<file path="config.mk">
export PLATFORM = sky130hd
export DESIGN_NAME = inv_bit_deserializer_flat
export DESIGN_NICKNAME = d
export VERILOG_FILES = /design/src/rtl/inv_deser_pkg.sv /design/src/rtl/inv_bit_deserializer_if.sv /design/src/rtl/inv_deser_shift.sv /design/src/rtl/inv_bit_deserializer.sv /design/src/flat_wrapper.sv
export SDC_FILE = /design/constraint.sdc
export NUM_CORES = 1
export LEC_CHECK = 0
export ABC_CLOCK_PERIOD_IN_PS = 1700
export CORE_AREA = 2 2 50 52
export DETAILED_ROUTE_END_ITERATION = 12
export DIE_AREA = 0 0 52 54
export HOLD_SLACK_MARGIN = 0.03
export PLACE_DENSITY = 0.69
export SKIP_LAST_GASP = 1
export SLEW_MARGIN = 30
export SYNTH_ARGS = -nofsm -noshare
export SYNTH_HDL_FRONTEND = slang
export SYNTH_SLANG_ARGS = --single-unit
</file>
<file path="constraint.sdc">
create_clock -name clk -period 1.7 [get_ports clk]
set_input_delay 0.425 -clock clk [delete_from_list [all_inputs] [get_ports clk]]
set_output_delay 0.425 -clock clk [all_outputs]
set_load 0.01 [all_outputs]
</file>
<file path="src/rtl/inv_deser_pkg.sv">
// Shared definitions for the inverter-output bit deserializer.
package inv_deser_pkg;

  localparam int DEFAULT_WIDTH = 8;

  typedef enum logic {
    FILL = 1'b0,
    FULL = 1'b1
  } deser_state_t;

endpackage

</file>
<file path="src/rtl/inv_bit_deserializer_if.sv">
// Serial-bit input stream and assembled-word output stream of the deserializer.
interface inv_bit_deserializer_if
  import inv_deser_pkg::*;
#(
  parameter int WIDTH = DEFAULT_WIDTH
);

  logic             bit_in;
  logic             bit_valid;
  logic             bit_ready;
  logic [WIDTH-1:0] word_out;
  logic             word_parity;
  logic             word_valid;
  logic             word_ready;

  // master drives bits and consumes words; slave is the deserializer itself
  modport master (
    output bit_in, bit_valid, word_ready,
    input  bit_ready, word_out, word_parity, word_valid
  );

  modport slave (
    input  bit_in, bit_valid, word_ready,
    output bit_ready, word_out, word_parity, word_valid
  );

endinterface

</file>
<file path="src/rtl/inv_deser_shift.sv">
// Purpose: LSB-first shift register plus bit counter; flags the WIDTH-th accepted bit.
// Latency: word_complete/word_next are combinational in the accepting cycle.
// Backpressure: shifts only when accept is high; caller gates accept with its ready.
module inv_deser_shift
  import inv_deser_pkg::*;
#(
  parameter int WIDTH = DEFAULT_WIDTH
) (
  input  logic             clk,
  input  logic             rst,
  input  logic             accept,
  input  logic             bit_in,
  output logic [WIDTH-1:0] shift_q,
  output logic [WIDTH-1:0] word_next,
  output logic             word_complete
);

  localparam int CW = $clog2(WIDTH);
  localparam logic [CW-1:0] LAST = CW'(WIDTH - 1);

  logic [CW-1:0] cnt_q;

  // New bits enter at the top, so the first accepted bit ends up in bit 0.
  assign word_next     = {bit_in, shift_q[WIDTH-1:1]};
  assign word_complete = accept && (cnt_q == LAST);

  always_ff @(posedge clk) begin
    if (rst) begin
      cnt_q   <= '0;
      shift_q <= '0;
    end else if (accept) begin
      shift_q <= word_next;
      cnt_q   <= word_complete ? '0 : cnt_q + 1'b1;
    end
  end

endmodule

</file>
<file path="src/rtl/inv_bit_deserializer.sv">
// Purpose: packs serial inverter-output bits into WIDTH-bit words with registered parity.
// Latency: word_valid rises 1 cycle after the last bit is accepted when the output is free.
// Backpressure: holds one completed word in the shifter (FULL, bit_ready=0) while the output stalls.
module inv_bit_deserializer
  import inv_deser_pkg::*;
#(
  parameter int WIDTH = DEFAULT_WIDTH
) (
  input  logic                   clk,
  input  logic                   rst,
  inv_bit_deserializer_if.slave  bus
);

  deser_state_t     state_q, state_d;
  logic             accept;
  logic             out_free;
  logic             load;
  logic [WIDTH-1:0] load_word;
  logic [WIDTH-1:0] shift_q;
  logic [WIDTH-1:0] word_next;
  logic             word_complete;
  logic [WIDTH-1:0] word_q;
  logic             parity_q;
  logic             valid_q;

  assign bus.bit_ready   = (state_q == FILL);
  assign accept          = bus.bit_valid && bus.bit_ready;
  // Output register can take a new word if empty or being drained this cycle.
  assign out_free        = !valid_q || bus.word_ready;

  inv_deser_shift #(.WIDTH(WIDTH)) u_shift (
    .clk           (clk),
    .rst           (rst),
    .accept        (accept),
    .bit_in        (bus.bit_in),
    .shift_q       (shift_q),
    .word_next     (word_next),
    .word_complete (word_complete)
  );

  always_comb begin
    state_d   = state_q;
    load      = 1'b0;
    load_word = word_next;
    unique case (state_q)
      FILL: begin
        if (word_complete) begin
          if (out_free) load = 1'b1;
          else          state_d = FULL;
        end
      end
      FULL: begin
        // shifter already holds the completed word and the counter is at 0
        if (out_free) begin
          load      = 1'b1;
          load_word = shift_q;
          state_d   = FILL;
        end
      end
      default: state_d = FILL;
    endcase
  end

  always_ff @(posedge clk) begin
    if (rst) begin
      state_q  <= FILL;
      word_q   <= '0;
      parity_q <= 1'b0;
      valid_q  <= 1'b0;
    end else begin
      state_q <= state_d;
      if (load) begin
        word_q   <= load_word;
        parity_q <= ^load_word;
        valid_q  <= 1'b1;
      end else if (bus.word_ready) begin
        valid_q  <= 1'b0;
      end
    end
  end

  assign bus.word_out    = word_q;
  assign bus.word_parity = parity_q;
  assign bus.word_valid  = valid_q;

endmodule

</file>
<file path="src/flat_wrapper.sv">
// flat-port wrapper written by rule: the top's interface ports become plain ports
module inv_bit_deserializer_flat import inv_deser_pkg::*;
#(
  parameter int WIDTH = DEFAULT_WIDTH
)
  (clk, rst, bus_bit_in, bus_bit_valid, bus_word_ready, bus_bit_ready, bus_word_out, bus_word_parity, bus_word_valid);
  inv_bit_deserializer_if #(.WIDTH(WIDTH)) bus_i ();
  input  logic clk;
  input  logic rst;
  input wire logic [$bits(bus_i.bit_in)-1:0] bus_bit_in;
  input wire logic [$bits(bus_i.bit_valid)-1:0] bus_bit_valid;
  input wire logic [$bits(bus_i.word_ready)-1:0] bus_word_ready;
  output wire logic [$bits(bus_i.bit_ready)-1:0] bus_bit_ready;
  output wire logic [$bits(bus_i.word_out)-1:0] bus_word_out;
  output wire logic [$bits(bus_i.word_parity)-1:0] bus_word_parity;
  output wire logic [$bits(bus_i.word_valid)-1:0] bus_word_valid;
  assign bus_i.bit_in = bus_bit_in;
  assign bus_i.bit_valid = bus_bit_valid;
  assign bus_i.word_ready = bus_word_ready;
  assign bus_bit_ready = bus_i.bit_ready;
  assign bus_word_out = bus_i.word_out;
  assign bus_word_parity = bus_i.word_parity;
  assign bus_word_valid = bus_i.word_valid;
  inv_bit_deserializer #(.WIDTH(WIDTH)) u_core (.clk(clk), .rst(rst), .bus(bus_i));
endmodule
</file>
; After elaboration in Yosys (flattened, before gate mapping)
; Cells that the tools add are included.
[word_totals]
output_inout_bits = 11
ff_bits = 22
inputBits = 5
wordCells = 26
[classes]
reduce_logical = 6
eq_ne = 1
mux = 11
addsub = 1
n_bitwise = 1
[op_table]
columns = cell, count
row1 = two-way mux 8 bit, 2
row2 = parity 8 bit, 1
row3 = two-way mux 1 bit, 6
row4 = case mux 1 bit (2 select lines), 2
row5 = "adder 3 x 1 -> 3 bit, second input constant", 1
row6 = "equality test 3 bit, second input constant", 1
row7 = two-way mux 3 bit, 1
row8 = logical AND 1 bit, 2
row9 = nonzero test 2 bit, 1
row10 = logical NOT 1 bit, 1
row11 = logical OR 1 bit, 1
row12 = NOT 1 bit, 1

; Depth between registers and ports, before layout
; Gate-level depths: netlist (run 1).
[logic_depth]
depth_word = 6
ltp_mapped = 7
ltp_nobuf = 6

; Modules after synthesis
; A second synthesis (run 1) with hierarchy kept.
[hier_totals]
cells_unflattened = 122
hier_area_um2 = 1107.3
[modules_own_cells]
columns = mod, seq_area_each_um2, instances, cells_each, area_each_um2
row1 = inv_bit_deserializer, 220.2, 1, 74, 621.8
row2 = inv_deser_shift, 220.2, 1, 48, 485.5

; Least setup slack after synthesis (run 1)
; No wires, ideal clock.
[synth_path]
kind = reg2reg
from = register u_core.u_shift.cnt_q[0]
to = register u_core.word_q[7], in the netlist u_core.bus.word_out[7]
path_stages_with_launch = 8
required_ns = 1.614
n_path_buf = 1
synth_period_minus_slack_ns = 1.690
path_slack_ns = 0.010
t_arrival_ns = 1.604
cell_sequence = dfxtp_1 ha_1 ha_1 a21oi_1 nor2_1 clkbuf_1 nor2_1 a211oi_1
[synth_via]
elab_chain_len = 4
[synth_rtl]
columns = element, line
row1 = "start, declared", inv_deser_shift.sv:21  ; logic [CW-1:0] cnt_q;
row2 = "start signal, assigned", inv_deser_shift.sv:33  ; cnt_q <= word_complete ? '0 : cnt_q + 1'b1;
row3 = equality test 3 bit, inv_deser_shift.sv:25  ; assign word_complete = accept && (cnt_q == LAST);
row4 = logical AND 1 bit, inv_deser_shift.sv:25
row5 = two-way mux 1 bit, inv_bit_deserializer.sv:47  ; if (word_complete) begin
row6 = case mux 1 bit (2 select lines), inv_bit_deserializer.sv:45  ; unique case (state_q)
row7 = "end signal, assigned", inv_bit_deserializer.sv:73  ; word_q <= load_word;
row8 = "end, declared", inv_bit_deserializer.sv:22  ; logic [WIDTH-1:0] word_q;
; Every way passes these cells.
; A chain may end at the register's enable or synchronous reset.

; Final worst setup path (run 1)
[layout_path]
from = register u_core.u_shift.shift_q[7]
to = register u_core.parity_q, in the netlist u_core.bus.word_parity
[layout_via]
elab_chain_len = 3
[layout_rtl]
columns = element, line
row1 = "start, declared", inv_deser_shift.sv:13  ; output logic [WIDTH-1:0] shift_q,
row2 = "start signal, assigned", inv_deser_shift.sv:32  ; shift_q <= word_next;
row3 = two-way mux 8 bit, inv_bit_deserializer.sv:54  ; if (out_free) begin
row4 = two-way mux 8 bit (*), inv_bit_deserializer.sv:45
row5 = parity 8 bit (*), inv_bit_deserializer.sv:74  ; parity_q <= ^load_word;
row6 = "end signal, assigned", inv_bit_deserializer.sv:74
row7 = "end, declared", inv_bit_deserializer.sv:23  ; logic parity_q;
; Mark *: on every way between the ends. The rest lies on a longest branch, timed or not.

==> results of run 1 <==
## final cells by class
| type | instances | area (sq um) |
|---|---|---|
| Clock buffer | 3 | 22.5 |
| Clock inverter | 1 | 30.0 |
| Fill cell | 205 | 978 |
| Inverter | 2 | 7.51 |
| Multi-Input combinational cell | 84 | 497 |
| Sequential cell | 22 | 448 |
| Tap cell | 30 | 37.5 |
| Timing Repair Buffer | 35 | 299 |
## path summary, 6_finish.rpt
check	from	end	slack, ns	depth (start not counted)
hold / removal	u_core.u_shift.cnt_q[1]	u_core.u_shift.cnt_q[1]	0.47	2
setup reg to reg	u_core.u_shift.shift_q[7]	u_core.bus.word_parity	0.03	4
hold reg to reg	u_core.u_shift.cnt_q[1]	u_core.u_shift.cnt_q[1]	0.47	2
setup / recovery	u_core.u_shift.shift_q[7]	u_core.bus.word_parity	0.03	4
## placed cells by master, fill, tap and decap left out, drive strengths merged
cell type and count:
a211oi 2, a21boi 1, a21oi 14, a311oi 6, a31oi 1, and3 1
buf 20, bufinv 1, clkbuf 3, clkdlybuf4s50 14, dfxtp 22, dlygate4sd2 1
ha 2, inv 2, nand2 25, nand2b 2, nand3 6, nand3b 2
nor2 10, nor2b 2, nor3 3, o211ai 1, o311ai 1, or4b 1
xnor2 1, xnor3 2, xor2 1
## flip-flops by register name (all words and copies together) (netlist names)
name                    flops
u_core.bus.word_valid       1
u_core.u_shift.shift_q      8
u_core.bus.word_out         8
u_core.u_shift.cnt_q        3
u_core.state_q              1
u_core.bus.word_parity      1
## per-layer routing
metal | global-route usage | routed length, microns
met5 | 0 | 0
met4 | 0.0658 | 15
met3 | 0.0250 | 71
met2 | 0.297 | 998
met1 | 0.191 | 900
## power by group through the flow
stage | Clock, mW | Sequential [mW] | Combinational [mW]
2_1_floorplan | 0 | 0.538 | 0.0333
3_3_place_gp | 0 | 0.537 | 0.0639
3_5_place_dp | 0 | 0.537 | 0.0656
4_1_cts | 0.415 | 0.524 | 0.0661
5_1_grt | 0.421 | 0.525 | 0.0722
6_report | 0.398 | 0.525 | 0.0659
## stage by stage
stage / std cells / area (sq um) / setup TNS (ns) / setup WS [ns] / util
6_report: 177 / 1340 / 0 / 0.0306 / 0.578
5_1_grt: 177 / 1340 / -0.0390 / -0.0199 / 0.578
3_3_place_gp: 172 / 1270 / -0.709 / -0.135 / 0.548
4_1_cts: 176 / 1330 / -0.0151 / -0.0151 / 0.572
2_1_floorplan: 115 / 967 / 0 / 0.0102 / -
3_5_place_dp: 172 / 1270 / -1.00 / -0.165 / 0.548
## logic make-up (layout without fill, tap and decap cells)
logic type | after synthesis | in the layout | synth area share
AO/OA/AOI/OAI | 26 | 26 | 0.173
XOR/XNOR | 4 | 4 | 0.0647
adder cells (fa/ha/maj) | 2 | 2 | 0.0259
buffers and inverters | 9 | 41 | 0.0349
flip-flops | 22 | 22 | 0.455
AND/OR/NAND/NOR | 52 | 52 | 0.246
## critical path, cell delays in order (launching register included)
cell      delay [ns]
dfxtp_2         0.35
xor2_1          0.17
xnor3_1         0.47
or4b_1          0.53
o311ai_1        0.08
## timing repair
item | CTS | global route
gates resized for setup | 3 | 4
pin swaps | 0 | 0
setup endpoints to repair | 2 | 6
buffers inserted | 0 | 1
==> flow_summary.yaml, run 1 <==
logic_synthesis:
  synth_top_cells_by_area: "dfxtp_1, nand2_1, a21oi_1"
  synth_most_common_cell: "nand2_1"
  synth_common_cells: "nand2_1, dfxtp_1, a21oi_1"
  avgSynthCellArea_sq_um: 8.41
  ys_ff_latch: 22
  synth_area_leader_cell: "dfxtp_1"
  syn-num-nets: 122
  synth-edff-count: 0
  synth_cell_type_count: 24
  yosys_warnings: 0
  yosys_most_used_dff: "dfxtp_1"
  synth-async-reset-ratio: 0
  synth_top_cell_area_share: 0.455
  synth_area_sq_um: 967
  ys_seq_area_frac: 0.455
  syn_inst: 115
floorplan:
  initial_core_util: 0.417
  die-area_sq_um: 2810
  die_x_microns: 52
  die_h_microns: 54
  rows: 18
  io_pins: 16
  core_region_area_sq_um: 2320
route:
  first_pass_iters: 4
  antenna_left: 0
  dr_total_vias: 892
  route.detailed.drc: 0
  wl_per_cell_microns: 11.2
  totalWireLength_microns: 1990
  via_per_inst: 5.04
  drt-initial-drc-count: 14
global_routing:
  grt_max_degree: 23
  overflow: 0
  grtUsageTotal: 0.163
  grt_pass1_vias: 822
  grt_pass1_wl_microns: 3380
  antenna_found_initial: 0
setup_path:
  cp-end-kind: "flop"
  critPathKind: "reg -> reg"
  required_ns: 1.92
  cp-start-kind: "flop"
  arrival_ns: 1.89
  path_max_fanout: 2
sta:
  hold_viol: 0
  drv_slew: 0
  period_share: 0.982
  period_needed_ns: 1.67
  timing.slew.headroom: 0.862
  worst_pin_slew_ns: 0.204
  setup_viol: 0
  holdWs_ns: 0.467
  grt_setup_unrepaired: "yes"
  timing.fmax_ghz: 0.599
  finClkSkew_ns: 0.00464
final_layout:
  nets: 155
  area_growth_syn_to_layout_pct: 38.7
  drive_above_1_share: 0.204
  antenna_cells: 0
flow_run:
  drv_cap: 0
hold_path:
  hold_path_class: "reg -> reg"
power_and_ir_drop:
  p_int_mw: 0.792
  ir_drop_mv: 0.432
  seqPwrFrac: 0.531
  power_mw: 0.988
  comb_power_share: 0.067
  p_per_area_nw_per_um2: 737
  p_leak_nw: 0.497
  swShare: 0.198
  clock_power_share: 0.403
  p_switching_mw: 0.196
place:
  dp_hpwl_microns: 1470
  place_congestion: 0.773
  io_buffer_count: 15
clocking:
  clock_path_buffers: 2
  clk_latency_ns: 0.30
  cts_buffers: 3
  hold_buffers: 0
  cts_tree: "done"
  clk_pin_slew_worst_paths_ns: 0.12
  htree_levels: 1
  cts.sinks: 22
  clockRootBuffer: "clkbuf_4"
run_status:
  status: "completed"
(Power assumes the default switching activity.)
==> inputs of run 2 (changes only) <==
Settings changed: SETUP_SLACK_MARGIN from default to 0.15.
==> run 2 against run 1 <==
Against the previous run:
- cell count fell by 1.1%
- wire length is 6.9% higher
- hold slack barely moved
- sequential power about the same
- non-clock buffer count shrank 2
- critical path depth stayed put
- clock skew increased by 0.0035 ns
- worst setup slack improved by 0.087 ns
==> flow_summary.yaml, run 2 (synthesized netlist as in run 1, its figures left out) <==
sta:
  timing.slew.headroom: 0.783
  hold_viol: 0
  timing.fmax_ghz: 0.632
  finClkSkew_ns: 0.00813
  setup_viol: 0
  grt_setup_unrepaired: "yes"
  drv_slew: 0
  period_needed_ns: 1.58
  period_share: 0.931
  worst_pin_slew_ns: 0.325
power_and_ir_drop:
  p_leak_nw: 0.529
  p_int_mw: 0.688
  p_per_area_nw_per_um2: 653
  swShare: 0.221
  ir_drop_mv: 0.336
  p_switching_mw: 0.196
  comb_power_share: 0.080
  seqPwrFrac: 0.593
  clock_power_share: 0.327
place:
  io_buffer_count: 15
  dpl_cell_area_sq_um: 1270
  dp_cells: 169
  place_congestion: 0.794
  dp_hpwl_microns: 1500
hold_path:
  hp-start: "u_core.u_shift.shift_q[0]"
  hold_path_class: "reg -> reg"
clocking:
  clockRootBuffer: "clkbuf_4"
  clk_latency_ns: 0.31
  hold_buffers: 0
  htree_levels: 1
  clock_path_buffers: 2
  clk_pin_slew_worst_paths_ns: 0.12
  cts_buffers: 3
  cts_tree: "done"
  cts.sinks: 22
setup_path:
  arrival_ns: 1.81
  cp-end-kind: "flop"
  critPathKind: "reg -> reg"
  reg2reg_from: "u_core.u_shift.shift_q[6]"
  required_ns: 1.93
  cp-startpoint: "u_core.u_shift.shift_q[6]"
  cp-start-kind: "flop"
  path_max_fanout: 4
route:
  wl_met1_microns: 889
  via_per_inst: 5.20
  route.detailed.drc: 0
  dr_total_vias: 910
  antenna_left: 0
  drt-initial-drc-count: 31
  wl_met3_microns: 79
  wl_met2_microns: 1110
  first_pass_iters: 4
  highest_layer: "met4"
  wl_per_cell_microns: 12.1
  totalWireLength_microns: 2120
final_layout:
  area_growth_syn_to_layout_pct: 40.0
  antenna_cells: 0
  final_cell_mix: "nand2_1, buf_4, dfxtp_1"
  multi_input_area_sq_um: 537
  layout_commonest_cell: "nand2_1"
  nets: 153
  final_cells: 175
  regArea_sq_um: 452
  fillers: 223
  final_cell_area_sq_um: 1350
  drive_above_1_share: 0.234
floorplan:
  die_x_microns: 52
  core_region_area_sq_um: 2320
  die_h_microns: 54
  die-area_sq_um: 2810
  rows: 18
  initial_core_util: 0.417
  io_pins: 16
global_routing:
  antenna_found_initial: 0
  grt_pass1_wl_microns: 3460
  grtUsageTotal: 0.170
  overflow: 0
  grt_pass1_vias: 821
  grt_max_degree: 23
run_status:
  status: "completed"
flow_run:
  drv_cap: 0
run 2: cell count changes in the layout (fill, tap and decap cells not counted), sizes merged:
| cell | before | now |
|---|---|---|
| clkdlybuf4s50 | 14 | 4 |
| bufinv | 1 | 0 |
| dlygate4sd2 | 1 | 11 |
| buf | 20 | 18 |
| clkbuf | 3 | 4 |
run 2: what timing repair did:
item / in CTS / in global routing
resized for setup: 14 / 8
pin swaps: 0 / 3
buffers inserted: 0 / 2
setup endpoints to repair: 12 / 9
run 2: final cells by class:
type                       count  area share
multi-input combinational     84       0.396
sequential                    22       0.334
timing repair buffer          33       0.210
tap                           30      0.0277
clock buffer                   4      0.0268
inverter                       2     0.00555
run 2: path summary, 6_finish.rpt:
kind | end | slack, ns | depth (start not counted)
hold reg to reg | u_core.u_shift.shift_q[0] | 0.47 | 2
hold / removal | u_core.u_shift.shift_q[0] | 0.47 | 2
setup reg to reg | u_core.bus.word_parity | 0.12 | 4
setup / recovery | u_core.bus.word_parity | 0.12 | 4
run 2: metrics by stage:
step                TNS, ns  hold WS, ns  power, mW   util  setup slack [ns]
global route              0        0.486      0.918  0.584            0.0804
finish                    0        0.466      0.884  0.584             0.118
floorplan                 0        0.432      0.572      -             0.176
global placement     -0.585        0.446      0.600  0.548            -0.160
detailed placement   -0.892        0.449      0.602  0.548            -0.200
CTS                       0        0.466      0.886  0.560            0.0865
run 2: layer usage:
metal	vias to the layer above	GRT usage
met5	-	0
met4	0	0.105
met3	5	0.0250
met2	14	0.302
met1	430	0.191
li1	461	-
run 2: power by group through the flow:
| stage | Combinational (mW) | Clock [mW] | Sequential (mW) |
|---|---|---|---|
| after global placement | 0.0624 | 0 | 0.538 |
| after CTS | 0.0644 | 0.297 | 0.525 |
| after floorplan | 0.0335 | 0 | 0.538 |
| after global routing | 0.0777 | 0.315 | 0.526 |
| after detailed placement | 0.0639 | 0 | 0.538 |
| final | 0.0703 | 0.289 | 0.524 |
run 2: critical path, stage by stage, from the launching register on:
cell      delay [ns]
dfxtp_4         0.37
xor2_1          0.15
xnor3_1         0.43
or4b_1          0.47
o311ai_1        0.08
